<file path="src/rtl/multiplier_4.sv">
// Sequential signed multiplier: start captures A/B, Product/ready update nb cycles later.
// No backpressure: start is only accepted while ready is high and is ignored while busy.
module multiplier_4 #(
  parameter int nb = 8
) (
  input  logic            clk,
  input  logic            rst_n,
  input  logic            start,
  input  logic [nb-1:0]   A,
  input  logic [nb-1:0]   B,
  output logic [2*nb-1:0] Product,
  output logic            ready
);

  localparam int W  = 2*nb + 1;
  localparam int CW = $clog2(nb + 1);

  typedef enum logic {
    IDLE = 1'b0,
    BUSY = 1'b1
  } state_t;

  state_t         state_q, state_d;
  logic [W-1:0]   mcand_q;
  logic [nb-1:0]  mplier_q;
  logic [W-1:0]   acc_q;
  logic [W-1:0]   acc_d;
  logic [W-1:0]   term;
  logic [CW-1:0]  cnt_q;
  logic           load;
  logic           step;
  logic           last;

  always_ff @(posedge clk or negedge rst_n) begin
    if (!rst_n) begin
      state_q <= IDLE;
    end else begin
      state_q <= state_d;
    end
  end

  always_comb begin
    state_d = state_q;
    case (state_q)
      IDLE:    if (start) state_d = BUSY;
      BUSY:    if (cnt_q == CW'(1)) state_d = IDLE;
      default: state_d = IDLE;
    endcase
  end

  always_comb begin
    ready = 1'b0;
    load  = 1'b0;
    step  = 1'b0;
    last  = 1'b0;
    case (state_q)
      IDLE: begin
        ready = 1'b1;
        load  = start;
      end
      BUSY: begin
        step = 1'b1;
        last = (cnt_q == CW'(1));
      end
      default: ready = 1'b0;
    endcase
  end

  // mcand_q already carries the weight of the current bit; the MSB carries negative weight.
  always_comb begin
    term  = mplier_q[0] ? mcand_q : '0;
    acc_d = last ? (acc_q - term) : (acc_q + term);
  end

  always_ff @(posedge clk or negedge rst_n) begin
    if (!rst_n) begin
      mcand_q  <= '0;
      mplier_q <= '0;
      acc_q    <= '0;
      cnt_q    <= '0;
    end else if (load) begin
      mcand_q  <= {{(W-nb){A[nb-1]}}, A};
      mplier_q <= B;
      acc_q    <= '0;
      cnt_q    <= CW'(nb);
    end else if (step) begin
      mcand_q  <= mcand_q << 1;
      mplier_q <= mplier_q >> 1;
      acc_q    <= acc_d;
      cnt_q    <= cnt_q - CW'(1);
    end
  end

  always_ff @(posedge clk or negedge rst_n) begin
    if (!rst_n) begin
      Product <= '0;
    end else if (last) begin
      Product <= acc_d[2*nb-1:0];
    end
  end

endmodule

</file>
<file path="config.mk">
export PLATFORM = sky130hd
export DESIGN_NAME = multiplier_4
export DESIGN_NICKNAME = d
export VERILOG_FILES = /design/src/rtl/multiplier_4.sv
export SDC_FILE = /design/constraint.sdc
export NUM_CORES = 1
export LEC_CHECK = 0
export BUFFER_PORTS_ARGS = -buffer_cell sky130_fd_sc_hd__buf_2
export CORE_MARGIN = 2
export CORE_UTILIZATION = 31
export DETAILED_ROUTE_END_ITERATION = 8
export GPL_TIMING_DRIVEN = 0
export PLACE_DENSITY = 0.5
export SYNTH_ARGS = -nofsm -noshare
export SYNTH_HDL_FRONTEND = slang
export SYNTH_SLANG_ARGS = --single-unit
</file>
<file path="constraint.sdc">
create_clock -name clk -period 4.75 [get_ports clk]
set_clock_uncertainty 0.1 [all_clocks]
set_input_delay 0.2375 -clock clk [delete_from_list [all_inputs] [get_ports clk]]
set_output_delay 0.2375 -clock clk [all_outputs]
set_load 0.01 [all_outputs]
</file>
==> metrics.txt, run 1 <==
slowest CP cell a2111oi_2; wire per inst 15.6 µm; VDD IR-drop max about 240 µV; Slew headroom 0.452; Mapped Nets ~460; post-synthesis sequential area ratio 0.408; Total Wirelength roughly 9.6 mm; YS warnings 0; minimum clock period roughly 4400 ps; RSZ-0062 raised after global routing false; leak pwr 1.97 nW; CTS Buffer Depth 2; IO Count 36; Setup WS pre-CTS 340 ps; WHS about 60 ps; # DRC 0; post-synthesis cell type count 60; Hold Path Class input port to flop; final setup TNS 0 ps; core area 0.0119 mm²; Root Driver clkbuf_16; Worst-path clk slew ~50 ps; Crit. Startpoint cnt_q[0]$_DFFE_PN0P_; top-area cell type share of the netlist area 0.408; Final Setup Violations 0; most frequent cells in the layout 74 x nand2_1, 61 x dfrtp_1, 50 x o21ai_0; H-Tree Depth 3; largest net degree at the start of global routing between 60 and 70; Power, Total between 3 and 4 mW; status completed; GRT overflow 0; WP data arrival 4530 ps; cell row count 40; critical path required time just under 5000 ps; Cells after Synth 420; switching part of the total 0.444; vias in the first global route roughly 3100; Internal approximately 2 mW; Die Y ~110 µm; Tot GR Track Use 0.158; nets approximately 510; DP HPWL about 7.0 mm; post-route ant nets 0; Iter 0 DRT Violations 173; Starting Density 0.314; I/O Buffers 35; CP Class flop to flop; Yosys reg bits 61; CTS sink count 61; cell accounting for the most synthesized area dfrtp_1; ANT cells 0; combinational share of power 0.596; TritonCTS buffer count 9; critical path's top delay family compound AO/OA/AOI/OAI gates; Die Wd 114 µm; Worst Max-Slew Pin Slew a little over 800 ps; Power Density 847 mW/mm²; first-pass GRT wire length between 15 and 20 mm; Fmax achieved approximately 230 MHz; Startpoint Class flop; CTS tree built; Final Max Slew Viols 0; Max Cap Viol 0; cells along the critical path ha_1 > nand3_1 > clkbuf_1 > clkbuf_1 > a21oi_1 > fa_1 > a21oi_1 > o21ai_1 > a2111oi_2 > o31ai_1 > or4b_1 > nand3_1; fraction of registers with async set/reset 1.00; fin worst setup slack between 300 and 400 ps; drt via density just over 5; Top FF cell, synth dfrtp_1; cell area after layout 0.00436 mm²; part of the power in registers 0.252; commonest non-fill, non-tap cell in the layout nand2_1; Crit Path Max Fanout 10; antenna violations before repair 0; DRT Pass-1 Iters 4; Worst setup EP type flop; Clock Latency Late Sink 330 ps; Post-Syn Area per Cell 8.91 µm²; post-synthesis cell area 0.00374 mm²; hold path startpoint A[0]; vias after detailed routing around 3100; Area Growth Syn to Fin 16.6%; Net Switching ~1.6 mW; crit path buf inv count 2; top cells by area, synth dfrtp_1 41%, nand2_1 7.4%, o21ai_0 6.7%, ha_1 6.0%, a21oi_1 4.4%; final hold violation count 0; clock share of power 0.152; final period utilization 0.917; die area roughly 0.013 mm²; GPL Wtd Cong 0.812; slowest cell delay on critical path roughly 530 ps; reg-to-reg startpoint cnt_q[0]$_DFFE_PN0P_; dpl cell area slightly above 0.004 mm²; Post-synth EDFFs 0; share of post-route cells with drive strength above 1 0.143
-- synthesized netlist by cell type (6+ instances only) --
library cell  instances
xnor2_1              12
ha_1                 18
clkbuf_1             18
dfrtp_1              61
nand3_1              12
or3_1                 6
nor3_1                6
inv_1                11
xor2_1                8
mux2i_1              16
nor2_1               16
o21ai_0              50
nand2_1              74
a21oi_1              33
-- through the flow --
stage	utilization	std cells
floorplan	-	420
global placement	0.344	602
detailed placement	0.345	602
CTS	0.366	617
global route	0.366	617
finish	0.366	617
-- sequential cells by signal, indices dropped and copies added, names as in the netlist --
signal and count:
acc_q 16, state_q 1, mcand_q 16, Product 16, mplier_q 8, cnt_q 4
-- power by group through the flow --
| stage | clock network (mW) | registers [mW] | logic, mW |
|---|---|---|---|
| 3_3_place_gp | 0 | 0.935 | 2.18 |
| 3_5_place_dp | 0 | 0.938 | 2.21 |
| 5_1_grt | 0.602 | 0.963 | 2.50 |
| 4_1_cts | 0.582 | 0.934 | 2.22 |
| 2_1_floorplan | 0 | 0.920 | 1.70 |
| 6_report | 0.563 | 0.931 | 2.20 |
-- routing by layer --
| metal | GRT usage | part of all wire | wire (µm) | vias to the layer above |
|---|---|---|---|---|
| li1 | - | - | - | 1585 |
| met1 | 0.218 | 0.50 | 4790 | 1471 |
| met2 | 0.248 | 0.45 | 4280 | 57 |
| met3 | 0.0372 | 0.044 | 420 | 9 |
| met4 | 0.0455 | 0.011 | 106 | 0 |
| met5 | 0 | 0 | 0 | - |
-- final timing paths --
kind	to	slack (ps)	depth (start not counted)
setup / recovery	Product[14]$_DFFE_PN0P_	390	12
hold / removal	mcand_q[0]$_DFFE_PN0P_	60	3
setup reg to reg	Product[14]$_DFFE_PN0P_	390	12
hold reg to reg	Product[6]$_DFFE_PN0P_	370	2
max in group asynchronous	Product[15]$_DFFE_PN0P_	3580	2
min in group asynchronous	Product[3]$_DFFE_PN0P_	440	2
-- layout make-up --
cell class | count | area, µm²
inverters | 12 | 45.0
flip-flops and latches | 61 | 1530
well taps | 147 | 184
clock buffers | 11 | 233
multi-input cells | 320 | 2050
fillers | 1255 | 7550
clock inverters | 3 | 15.0
repair buffers | 36 | 188
plain buffers | 27 | 125
-- cells by family (layout without fill, tap and decap cells) --
logic type               after synthesis  in the layout  share of synthesized area
buffers and inverters                 39             89                     0.0455
multiplexers                          20             20                     0.0548
XOR/XNOR                              21             21                     0.0528
AO/OA/AOI/OAI                        125            125                      0.208
adder cells (fa/ha/maj)               19             19                     0.0655
flip-flops                            61             61                      0.408
AND/OR/NAND/NOR                      135            135                      0.165
-- worst min-delay path, stage by stage --
cell	delay [ps]
buf_2	80
mux2i_1	50
nor2_1	80
-- what timing repair did --
item | in CTS | in global routing
hold buffers | 1 | 0
setup buffers | 0 | 0
setup endpoints to repair | 0 | 3
gates resized for setup | 0 | 1
endpoints found under the hold margin | 61 | 0
(Power assumes the default switching activity.)
==> inputs of run 2 (changes only) <==
--- a/config.mk
+++ b/config.mk
@@ -10,7 +10,8 @@
 export CORE_UTILIZATION = 31
 export DETAILED_ROUTE_END_ITERATION = 8
 export GPL_TIMING_DRIVEN = 0
-export PLACE_DENSITY = 0.5
+export PLACE_DENSITY_LB_ADDON = 0.08
+export RECOVER_POWER = 50
 export SYNTH_ARGS = -nofsm -noshare
 export SYNTH_HDL_FRONTEND = slang
 export SYNTH_SLANG_ARGS = --single-unit
==> metrics.txt, run 2 (synthesis gave the netlist of run 1 again) <==
status complete, but fails checks; failing checks capacitance limit, slew limit; Fmax achieved 235 MHz; largest net degree at the start of global routing 62; GR Util met3 0.0409; final setup TNS 0 ps; die area between 0.01 and 0.015 mm²; Iter 0 DRT Violations between 100 and 150; # DRC 0; CTS sink count 61; final period utilization 0.897; cells along the critical path ha_1 > nand3_1 > clkbuf_1 > clkbuf_2 > nand2_1 > xnor2_1 > ha_1 > a21oi_1 > o21ai_1 > a2111oi_2 > o31ai_1 > or4b_1 > nand3_1; critical path's top delay family compound AO/OA/AOI/OAI gates; clock share of power 0.165; Max Cap Viol 1; Crit Path Max Fanout 10; slowest cell delay on critical path 560 ps; first-pass GRT wire length ~17 mm; slowest CP cell a2111oi_2; wire per inst 16.7 µm; Worst Max-Slew Pin Slew ~3500 ps; share of post-route cells with drive strength above 1 0.113; CP Class flop to flop; Worst setup EP type flop; critical path required time 4930 ps; met1 Track Usage GR 0.220; grt met2 use 0.277; cell row count 40; commonest non-fill, non-tap cell in the layout nand2_1; H-Tree Depth 3; ANT cells 0; Largest regs Product x16, acc_q x16, mcand_q x16; IO Count 36; Worst-path clk slew 50 ps; Die Wd approximately 110 µm; Slew headroom -1.32; vias in the first global route around 3200; GPL Wtd Cong between 0.7 and 0.8; Area Growth Syn to Fin 16.9%; Total Wirelength 10.3 mm; most frequent cells in the layout 74 x nand2_1, 61 x dfrtp_1, 50 x o21ai_0; DP HPWL ~7.3 mm; leak pwr 1.93 nW; Register Area between 0.0015 and 0.002 mm²; Starting Density 0.314; Root Driver clkbuf_16; post-route ant nets 0; Final Setup Violations 0; GRT overflow 0; CTS Buffer Depth 2; Multi-input gate area between 0.002 and 0.0025 mm²; Internal between 2 and 2.5 mW; Startpoint Class flop; DRT Pass-1 Iters 4; RSZ-0062 raised after global routing false; WP data arrival about 4400 ps; Tot GR Track Use 0.170; vias after detailed routing 3188; Clock Latency Late Sink around 340 ps; switching part of the total 0.446; crit path buf inv count 2; antenna violations before repair 0; nets roughly 510; GRT busiest layer met2; combinational share of power 0.588; core area approximately 0.012 mm²; Power Density about 860 mW/mm²; minimum clock period 4260 ps; VDD IR-drop max approximately 260 µV; Hold Path Class input port to flop; part of the power in registers 0.247; TritonCTS buffer count 9; CTS tree built; final hold violation count 0; final core occ 0.367; drt via density just over 5; I/O Buffers 35; Final Max Slew Viols 62; Net Switching around 1.7 mW; filler cell count 1265; Die Y 114 µm
-- run 2: changes by cell type in the layout (fill, tap and decap cells not counted) --
cell / before / now
a2111oi_1: 1 / 0
a2111oi_2: 1 / 2
buf_1: 3 / 2
buf_2: 35 / 19
buf_4: 5 / 3
clkbuf_1: 20 / 37
clkbuf_2: 0 / 2
clkbuf_8: 0 / 3
clkinv_2: 3 / 1
-- run 2: path summary, 6_finish.rpt --
path | start | end | slack [ps] | cells after the start
min in group asynchronous | rst_n | Product[3]$_DFFE_PN0P_ | 1520 | 2
worst min register to register | Product[4]$_DFFE_PN0P_ | Product[4]$_DFFE_PN0P_ | 370 | 2
worst min-delay path | B[7] | mplier_q[7]$_DFFE_PN0P_ | 60 | 3
max in group asynchronous | rst_n | mcand_q[14]$_DFFE_PN0P_ | 1060 | 2
worst max-delay path | cnt_q[0]$_DFFE_PN0P_ | Product[14]$_DFFE_PN0P_ | 490 | 13
worst max register to register | cnt_q[0]$_DFFE_PN0P_ | Product[14]$_DFFE_PN0P_ | 490 | 13
-- run 2: timing repair --
item / CTS / global route
endpoints found under the setup margin: 0 / 8
endpoints found under the hold margin: 61 / 0
hold buffers: 1 / 0
setup buffers: 0 / 0
gates resized for setup: 0 / 5
-- run 2: worst register-to-register path, stage by stage (launching register included) --
cell	delay [ps]
dfrtp_1	410
ha_1	240
nand3_1	260
clkbuf_1	390
clkbuf_2	340
nand2_1	110
xnor2_1	240
ha_1	300
a21oi_1	270
o21ai_1	160
a2111oi_2	560
o31ai_1	240
or4b_1	500
nand3_1	80
-- run 2: power by group through the flow --
stage	registers, mW	clock network, mW	logic, mW
floorplan	0.920	0	1.70
global placement	0.934	0	2.21
detailed placement	0.936	0	2.24
CTS	0.931	0.641	2.24
global route	0.964	0.662	2.52
finish	0.931	0.622	2.22
-- run 2: area by class of cell --
type,count,area share
buffer,27,0.0283
multi-input combinational,320,0.469
timing repair buffer,36,0.0375
clock buffer,14,0.0626
sequential,61,0.349
inverter,12,0.0103
clock inverter,1,0.00114
tap,147,0.0420
-- run 2: layer usage --
metal / part of all wire / wire (µm)
met1: 0.49 / 5030
met3: 0.032 / 332
met4: 0.020 / 207
met2: 0.46 / 4740
met5: 0 / 0
-- run 2: metrics by stage --
stage / setup WS (ps) / power (mW) / hold slack [ps] / instances / cell area [µm²]
final: 489 / 3.77 / 57.9 / 618 / 4380
after global routing: 182 / 4.14 / 85.2 / 618 / 4380
after CTS: 232 / 3.81 / 48.6 / 618 / 4390
after detailed placement: 258 / 3.17 / 299 / 602 / 4110
after global placement: 238 / 3.14 / 354 / 602 / 4100
after floorplan: 1270 / 2.62 / -158 / 420 / 3740
